**config.mk**
```make
export PLATFORM = sky130hd
export DESIGN_NAME = clock_display_scan_flat
export DESIGN_NICKNAME = d
export VERILOG_FILES = /design/src/rtl/clock_display_scan_if.sv /design/src/rtl/clock_display_scan.sv /design/src/flat_wrapper.sv
export SDC_FILE = /design/constraint.sdc
export NUM_CORES = 1
export LEC_CHECK = 0
export ABC_CLOCK_PERIOD_IN_PS = 3300
export BUFFER_PORTS_ARGS = -buffer_cell sky130_fd_sc_hd__buf_2
export CAP_MARGIN = 10
export CORE_MARGIN = 10
export CORE_UTILIZATION = 38
export CTS_CLUSTER_DIAMETER = 80
export DETAILED_ROUTE_END_ITERATION = 7
export GPL_ROUTABILITY_DRIVEN = 0
export PLACE_DENSITY_LB_ADDON = 0.05
export SYNTH_ARGS = -nofsm -noshare
export SYNTH_HDL_FRONTEND = slang
export SYNTH_SLANG_ARGS = --single-unit
```
**constraint.sdc**
```tcl
create_clock -name clk -period 3.3 [get_ports clk]
set_input_delay 0.495 -clock clk [delete_from_list [all_inputs] [get_ports clk]]
set_output_delay 0.495 -clock clk [all_outputs]
set_load 0.1 [all_outputs]
```
**src/rtl/clock_display_scan_if.sv**
```systemverilog
// Bundle between the time counters / board pins and the display scanner.
// The master side supplies the time fields and the set selection.
// The slave side (the scanner) drives the active-low display pins.
interface clock_display_scan_if;
    logic [4:0] hour;
    logic [5:0] minute;
    logic [5:0] second;
    logic [1:0] set_sel;
    logic [6:0] seg;
    logic       dp;
    logic [5:0] an;

    modport master (output hour, minute, second, set_sel, input seg, dp, an);
    modport slave  (input hour, minute, second, set_sel, output seg, dp, an);
endinterface

```
**src/rtl/clock_display_scan.sv**
```systemverilog
// Six-digit multiplexed seven-segment driver showing HH.MM.SS on a
// common-anode display. Time fields are snapshotted once per frame so a
// frame never mixes old and new values. The field being set blinks.
module clock_display_scan #(
    parameter int SCAN_DIV  = 1000,
    parameter int BLINK_DIV = 500000
) (
    input  logic                  clk,
    input  logic                  rst,
    clock_display_scan_if.slave   bus
);
    localparam int SCAN_W  = $clog2(SCAN_DIV);
    localparam int BLINK_W = $clog2(BLINK_DIV);

    localparam logic [6:0] SEG_DASH  = 7'b0111111;
    localparam logic [6:0] SEG_BLANK = 7'b1111111;

    // Map a decimal digit to the active-low g..a pattern.
    function automatic logic [6:0] seg_code(input logic [3:0] d);
        logic [6:0] s;
        case (d)
            4'd0:    s = 7'b1000000;
            4'd1:    s = 7'b1111001;
            4'd2:    s = 7'b0100100;
            4'd3:    s = 7'b0110000;
            4'd4:    s = 7'b0011001;
            4'd5:    s = 7'b0010010;
            4'd6:    s = 7'b0000010;
            4'd7:    s = 7'b1111000;
            4'd8:    s = 7'b0000000;
            4'd9:    s = 7'b0010000;
            default: s = SEG_BLANK;
        endcase
        return s;
    endfunction

    // Split a 0..59 value into {tens, units} using compare/subtract only.
    function automatic logic [7:0] to_bcd(input logic [5:0] v);
        logic [3:0] t;
        logic [5:0] r;
        if      (v >= 6'd50) begin t = 4'd5; r = v - 6'd50; end
        else if (v >= 6'd40) begin t = 4'd4; r = v - 6'd40; end
        else if (v >= 6'd30) begin t = 4'd3; r = v - 6'd30; end
        else if (v >= 6'd20) begin t = 4'd2; r = v - 6'd20; end
        else if (v >= 6'd10) begin t = 4'd1; r = v - 6'd10; end
        else                 begin t = 4'd0; r = v;          end
        return {t, r[3:0]};
    endfunction

    logic [SCAN_W-1:0]  scan_cnt_q, scan_cnt_d;
    logic [2:0]         digit_q, digit_d;
    logic [4:0]         hour_q;
    logic [5:0]         minute_q, second_q;
    logic [BLINK_W-1:0] blink_cnt_q, blink_cnt_d;
    logic               blink_on_q, blink_on_d;
    logic [1:0]         set_sel_q;
    logic [6:0]         seg_q, seg_d;
    logic               dp_q, dp_d;
    logic [5:0]         an_q, an_d;

    logic       scan_wrap, frame_start, sel_chg, blink_eff, blank;
    logic [7:0] h_bcd, m_bcd, s_bcd;
    logic       h_bad, m_bad, s_bad;
    logic [3:0] dig_val;
    logic       dig_bad;
    logic [1:0] dig_field;

    assign scan_wrap   = (scan_cnt_q == SCAN_W'(SCAN_DIV - 1));
    assign frame_start = (scan_cnt_q == '0) && (digit_q == 3'd0);
    assign sel_chg     = (bus.set_sel != set_sel_q);
    // A fresh selection is shown at once, even on the edge it is first seen.
    assign blink_eff   = sel_chg | blink_on_q;

    assign h_bcd = to_bcd({1'b0, hour_q});
    assign m_bcd = to_bcd(minute_q);
    assign s_bcd = to_bcd(second_q);
    assign h_bad = (hour_q   >= 5'd24);
    assign m_bad = (minute_q >= 6'd60);
    assign s_bad = (second_q >= 6'd60);

    // Scan and blink counters next state; a selection change beats a blink wrap.
    always_comb begin
        scan_cnt_d  = scan_cnt_q + 1'b1;
        digit_d     = digit_q;
        blink_cnt_d = blink_cnt_q + 1'b1;
        blink_on_d  = blink_on_q;
        if (scan_wrap) begin
            scan_cnt_d = '0;
            digit_d    = (digit_q == 3'd5) ? 3'd0 : digit_q + 3'd1;
        end
        if (sel_chg) begin
            blink_cnt_d = '0;
            blink_on_d  = 1'b1;
        end else if (blink_cnt_q == BLINK_W'(BLINK_DIV - 1)) begin
            blink_cnt_d = '0;
            blink_on_d  = ~blink_on_q;
        end
    end

    // Select the current digit's value and build the next pin pattern.
    always_comb begin
        dig_val   = 4'd0;
        dig_bad   = 1'b0;
        dig_field = digit_q[2:1] + 2'd1;
        case (digit_q)
            3'd0:    begin dig_val = h_bcd[7:4]; dig_bad = h_bad; end
            3'd1:    begin dig_val = h_bcd[3:0]; dig_bad = h_bad; end
            3'd2:    begin dig_val = m_bcd[7:4]; dig_bad = m_bad; end
            3'd3:    begin dig_val = m_bcd[3:0]; dig_bad = m_bad; end
            3'd4:    begin dig_val = s_bcd[7:4]; dig_bad = s_bad; end
            3'd5:    begin dig_val = s_bcd[3:0]; dig_bad = s_bad; end
            default: begin dig_val = 4'd0;       dig_bad = 1'b0;  end
        endcase
        blank = !blink_eff && (bus.set_sel != 2'b00) && (bus.set_sel == dig_field);
        an_d  = ~(6'b000001 << digit_q);
        seg_d = dig_bad ? SEG_DASH : seg_code(dig_val);
        dp_d  = !((digit_q == 3'd1) || (digit_q == 3'd3));
        if (blank) begin
            an_d  = 6'b111111;
            seg_d = SEG_BLANK;
            dp_d  = 1'b1;
        end
    end

    // Scan position, once-per-frame snapshot and blink state.
    always_ff @(posedge clk or posedge rst) begin
        if (rst) begin
            scan_cnt_q  <= '0;
            digit_q     <= 3'd0;
            hour_q      <= 5'd0;
            minute_q    <= 6'd0;
            second_q    <= 6'd0;
            blink_cnt_q <= '0;
            blink_on_q  <= 1'b1;
            set_sel_q   <= 2'b00;
        end else begin
            scan_cnt_q  <= scan_cnt_d;
            digit_q     <= digit_d;
            blink_cnt_q <= blink_cnt_d;
            blink_on_q  <= blink_on_d;
            set_sel_q   <= bus.set_sel;
            if (frame_start) begin
                hour_q   <= bus.hour;
                minute_q <= bus.minute;
                second_q <= bus.second;
            end
        end
    end

    // Registered pins, one cycle behind the internal scan state.
    always_ff @(posedge clk or posedge rst) begin
        if (rst) begin
            seg_q <= SEG_BLANK;
            dp_q  <= 1'b1;
            an_q  <= 6'b111111;
        end else begin
            seg_q <= seg_d;
            dp_q  <= dp_d;
            an_q  <= an_d;
        end
    end

    assign bus.seg = seg_q;
    assign bus.dp  = dp_q;
    assign bus.an  = an_q;
endmodule
```
**src/flat_wrapper.sv**
```systemverilog
// flat-port wrapper written by rule: the top's interface ports become plain ports
module clock_display_scan_flat 
#(
    parameter int SCAN_DIV  = 1000,
    parameter int BLINK_DIV = 500000
)
  (clk, rst, bus_hour, bus_minute, bus_second, bus_set_sel, bus_seg, bus_dp, bus_an);
  clock_display_scan_if bus_i ();
  input  logic clk;
  input  logic rst;
  input wire logic [$bits(bus_i.hour)-1:0] bus_hour;
  input wire logic [$bits(bus_i.minute)-1:0] bus_minute;
  input wire logic [$bits(bus_i.second)-1:0] bus_second;
  input wire logic [$bits(bus_i.set_sel)-1:0] bus_set_sel;
  output wire logic [$bits(bus_i.seg)-1:0] bus_seg;
  output wire logic [$bits(bus_i.dp)-1:0] bus_dp;
  output wire logic [$bits(bus_i.an)-1:0] bus_an;
  assign bus_i.hour = bus_hour;
  assign bus_i.minute = bus_minute;
  assign bus_i.second = bus_second;
  assign bus_i.set_sel = bus_set_sel;
  assign bus_seg = bus_i.seg;
  assign bus_dp = bus_i.dp;
  assign bus_an = bus_i.an;
  clock_display_scan #(.SCAN_DIV(SCAN_DIV), .BLINK_DIV(BLINK_DIV)) u_core (.clk(clk), .rst(rst), .bus(bus_i));
endmodule
```
# ---- Word-level counts from Yosys, hierarchy flattened
# Memory sizes are Yosys's and may differ from the RTL's.
# Cells that the tools add are included.
dict set report totals {
  ff_bits 66
  romBits 112
  in_bits 21
  out_inout_bits 14
  word_cells 117
  memories 1
}
dict set report classes {
  n_addsub 19
  magnitude_cmp 18
  n_eq_ne 9
  n_shift 1
  mux 42
  bitwise 3
  reduce_logical 13
}
# name words word_bits rd rd_clocked_by_memory_dff wr line_no
set mem_list {}
lappend mem_list {{(name not given)} 16 7 1 0 0 clock_display_scan.sv:21} ;# case (d)
# operator n
set op_table {}
lappend op_table {{two-way mux 4 bit} 27}
lappend op_table {{two-way mux 19 bit} 2}
lappend op_table {{>= comparator 6 bit (second input constant)} 6}
lappend op_table {{subtractor 4 bit (second input constant)} 9}
lappend op_table {{>= comparator 6 x 5 -> 1 bit (second input constant)} 4}
lappend op_table {{case mux 4 bit (6 select lines)} 1}
lappend op_table {{adder 19 x 1 -> 19 bit (second input constant)} 1}
lappend op_table {{== test 19 bit (second input constant)} 1}
lappend op_table {{>= comparator 5 bit (second input constant)} 3}
lappend op_table {{two-way mux 7 bit} 2}
lappend op_table {{>= comparator 5 x 6 -> 1 bit (second input constant)} 2}
lappend op_table {{>= comparator 6 x 4 -> 1 bit (second input constant)} 2}
lappend op_table {{subtractor 4 x 2 -> 4 bit (second input constant)} 3}
lappend op_table {{subtractor 4 x 3 -> 4 bit (second input constant)} 3}
lappend op_table {{adder 10 x 1 -> 10 bit (second input constant)} 1}
lappend op_table {{== test 10 bit (second input constant)} 1}
lappend op_table {{zero test 10 bit} 1}
lappend op_table {{two-way mux 10 bit} 1}
lappend op_table {{== test 3 x 2 -> 1 bit (second input constant)} 2}
lappend op_table {{== test 3 bit (second input constant)} 2}
lappend op_table {{two-way mux 1 bit} 6}
lappend op_table {{two-way mux 6 bit} 1}
lappend op_table {{inverter 6 bit} 1}
lappend op_table {{OR reduction 2 bit} 3}
lappend op_table {{other kinds (16)} 20}

# ---- Longest topological paths before layout
# An unclocked memory read counts as a cell.
dict set report logic_depth {
  word_depth 10
  depth_mapped 14
  ltp_nobuf 13
}

# ---- Worst setup path after synthesis
# OpenSTA, ideal clock, no wires.
dict set report synth_path {
  path_kind {register to register}
  startpoint {register u_core.minute_q[2]}
  endpoint {register u_core.seg_q[3], in the netlist u_core.bus.seg[3]}
  setup_time_ps 95
  t_arrival_ps 2849
  setup_slack_ps 356
  stages_incl_launch_ff 12
  path_buffers 0
  period_less_slack_ps 2944
  path_cell_list {dfrtp_1 -> inv_1 -> ha_1 -> a2111oi_2 -> o21a_1 -> o311a_1 -> mux2i_1 -> a2111oi_1 -> nand3_1 -> ha_1 -> nor3b_1 -> o31ai_1}
}
dict set report synth_between {
  elab_chain_cells 10
}
# item line_no
set synth_lines {}
lappend synth_lines {{start, declared} clock_display_scan.sv:53} ;# logic [5:0] minute_q, second_q;
lappend synth_lines {{start signal, assigned} clock_display_scan.sv:144} ;# minute_q <= bus.minute;
lappend synth_lines {{>= comparator 6 x 4 -> 1 bit or subtractor 4 bit (tied branches)} clock_display_scan.sv:45} ;# else if (v >= 6'd10) begin t = 4'd1; r = v - 6'd10; end
lappend synth_lines {{two-way mux 4 bit or two-way mux 1 bit (tied branches)} clock_display_scan.sv:45}
lappend synth_lines {{two-way mux 4 bit} clock_display_scan.sv:44} ;# else if (v >= 6'd20) begin t = 4'd2; r = v - 6'd20; end
lappend synth_lines {{two-way mux 4 bit} clock_display_scan.sv:43} ;# else if (v >= 6'd30) begin t = 4'd3; r = v - 6'd30; end
lappend synth_lines {{two-way mux 4 bit} clock_display_scan.sv:42} ;# else if (v >= 6'd40) begin t = 4'd4; r = v - 6'd40; end
lappend synth_lines {{two-way mux 4 bit} clock_display_scan.sv:41} ;# if (v >= 6'd50) begin t = 4'd5; r = v - 6'd50; end
lappend synth_lines {{case mux 4 bit (6 select lines)} clock_display_scan.sv:105} ;# case (digit_q)
lappend synth_lines {{memory (16 x 7 bit)} n/a}
lappend synth_lines {{two-way mux 7 bit (*)} clock_display_scan.sv:116} ;# seg_d = dig_bad ? SEG_DASH : seg_code(dig_val);
lappend synth_lines {{two-way mux 7 bit (*)} clock_display_scan.sv:118} ;# if (blank) begin
lappend synth_lines {{via u_core.seg_d[3]} clock_display_scan.sv:57} ;# logic [6:0] seg_q, seg_d;
lappend synth_lines {{end signal, assigned} clock_display_scan.sv:157} ;# seg_q <= seg_d;
lappend synth_lines {{end, declared} clock_display_scan.sv:57}
# The timed path passes the listed nets; every way through them passes the cells marked *.
# A chain may end at the register's enable or synchronous reset.

# ---- Final worst setup path
# Same ends and word-level chain as after synthesis.

==> qor.yml <==
route:
  wire_per_inst_um: 15.5
  wl_um: 10000
  drt_iter0_drc: 287
  dr_total_vias: 3466
  route.top_layer_used: "met4"
  route.met2.wl_um: 4410
  detail_route.vias_per_cell: 5.37
  wl_met1_um: 5030
  drc: 0
  drtAntennaViolNets: 0
  first_pass_iters: 5
  wl_met3_um: 468
finish:
  area_delta_synth_final_pct: 17.8
  drive_gt1_share_pct: 25.1
  num-fill-cells: 1105
  nNetsFinal: 549
  final_area_um2: 5040
  postLayoutCoreUtil_pct: 46.1
  fin_cells: 645
  antenna_cells: 0
power_and_ir_drop:
  internal_power_mw: 1.52
  seq_power_share_pct: 42.0
  switchingPower_mw: 0.549
  p_leak_nw: 2.11
  combinationalPowerShare_pct: 13.8
  pwr_density_cell_nw_per_um2: 410
  ir_drop_mv: 0.298
  clkPwrFrac_pct: 44.2
  p_sw_share_pct: 26.6
cts:
  clkTransAtPathRegs_ps: 50
  insertion_delay_ps: 330
  cts.htree.levels: 3
  cts_tree: "done"
  clock-sinks: 66
  clk_path_buf_depth: 2
  root_buffer: "clkbuf_16"
  numCtsBuffers: 9
timing:
  max_freq_mhz: 321
  rsz0062_at_grt: "no"
  tightest_slew_ps: 951
  setup_viol: 0
  drv_slew: 0
  slew_headroom_pct: 36.5
  finalClockSkew_ps: 9.00
  hold_viol_final: 0
  min_period_ps: 3110
  tns_ps: 0
  fin_ws_ps: 187
  fin_crit_sh_pct: 94.3
logic_synthesis:
  synth-seq-cells: 66
  yosysWarnings: 0
  synth-edff-count: 0
  ys_top_cells_by_area: "dfrtp_1, dfstp_2, ha_1"
  synth_nets: 498
  synthArstFlopShare_pct: 100
  yosys-top-cells-count: "dfrtp_1, nor2_1, nand2_1, ha_1, inv_1"
  syn-cell-area_um2: 4280
  yosysTopAreaCellShare_pct: 29.8
  synth.avg_cell_area_um2: 9.53
  synth-main-ff-cell: "dfrtp_1"
  yosysMostFrequentCell: "dfrtp_1"
  yosys.area.top_type: "dfrtp_1"
  ys_types: 69
  yosysSeqAreaShare_pct: 39.0
  syn_inst: 449
global_routing:
  grt_pass1_vias: 3477
  grt_max_degree: 45
  grt-ovfl-total: 0
  grtUsageTotal_pct: 12.8
  grt_pass1_wl_um: 17300
  antenna_found_initial: 0
critical_path:
  start_kind: "flip-flop"
  reg2reg_depth: 12
  worstSetupPathType: "reg -> reg"
  worstPathMaxFanout: 6
  end_kind: "flip-flop"
  critical_path_required_ps: 3530
  cp.arrival_ps: 3350
placed_design:
  dp_cells: 627
  hpwl_um: 7570
  io_buffers: 34
  place_ws_ps: 43.5
  placed_cell_area_um2: 4700
floorplan:
  io_pins: 35
  initial_core_util_pct: 39.1
  die_h_um: 126
  core_region_area_um2: 10900
  die_w_um: 126
  row_count: 38
  die_area_um2: 15900
outcome:
  status: "complete, no violations"
hold_path:
  min_path_cells: 1
  holdCritPathClass: "in -> reg"
run:
  cap_violations: 0
==> worst paths after layout <==
kind	start	endpoint	slack, ps
hold / removal	bus_set_sel[0]	u_core.set_sel_q[0]	340
setup reg to reg	u_core.minute_q[2]	u_core.bus.seg[3]	190
max in group asynchronous	rst	u_core.bus.an[2]	2080
hold reg to reg	u_core.blink_cnt_q[0]	u_core.blink_cnt_q[0]	480
setup / recovery	u_core.minute_q[2]	u_core.bus.seg[3]	190
min in group asynchronous	rst	u_core.blink_cnt_q[12]	370
==> sequential cells by signal, summed over array words and instances, names as in the netlist, 3 cells and up <==
| signal | cells |
|---|---|
| u_core.digit_q | 3 |
| u_core.second_q | 6 |
| u_core.bus.seg | 7 |
| u_core.blink_cnt_q | 19 |
| u_core.bus.an | 6 |
| u_core.hour_q | 5 |
| u_core.minute_q | 6 |
| u_core.scan_cnt_q | 10 |
==> critical path, cell delays in order, from the launching register on <==
cell and delay, ps:
dfrtp_2 450, buf_4 160, ha_1 200, and4b_1 200, o311ai_0 280, o311a_1 270, mux2i_1 120, a2111oi_2 400
buf_4 190, nand3_2 110, ha_1 340, nor3b_1 210, o31ai_1 100
==> layout by cell type (no fill, tap or decap), types with 11 or more instances in the layout <==
cell	n
a21oi_1	16
nand2_1	33
dfstp_2	15
nor2_1	43
nor3b_1	11
xor2_1	14
ha_1	26
inv_1	22
buf_4	23
buf_2	34
dfrtp_1	48
o21ai_0	12
mux2_2	18
xnor2_1	15
nand3_1	23
==> area by class of cell <==
class                      count  area, um2  area share, %
tap                          140        175           3.47
multi-input combinational    339       2450           48.7
timing repair buffer          57        343           6.80
sequential                    66       1670           33.2
clock inverter                 3       22.5          0.447
clock buffer                  13        272           5.39
inverter                      27        101           2.01
==> cells by family after synthesis <==
group	Yosys count	synth area share, %
simple gates	173	21.6
fa+ha+maj	28	8.19
flops	66	39.0
buf+inv	44	4.27
compound gates	90	16.0
mux	19	4.97
xor+xnor	29	5.94
==> power by group through the flow <==
stage          registers (mW)  logic, mW  clock network (mW)
6_report                0.867      0.285               0.914
3_5_place_dp            0.879      0.279                   0
3_3_place_gp            0.879      0.280                   0
2_1_floorplan           0.929      0.151                   0
4_1_cts                 0.865      0.281               0.946
5_1_grt                 0.871      0.315               0.983
==> repair_timing <==
item / CTS / global route
gates resized for setup: 0 / 11
hold buffers: 0 / 0
setup endpoints to repair: 0 / 7
buffers inserted: 0 / 2
==> metrics by stage <==
stage | total power, mW | hold WS, ps
6_report | 2.07 | 336
4_1_cts | 2.09 | 323
5_1_grt | 2.17 | 325
3_5_place_dp | 1.16 | 479
2_1_floorplan | 1.08 | 453
3_3_place_gp | 1.16 | 476
==> layer usage <==
metal  GRT usage, %  up-vias
li1               -     1720
met4           3.48        0
met1           17.9     1651
met5              0        -
met3           3.73       12
met2           18.8       83
No activity file was read; power rests on OpenSTA's default activity.
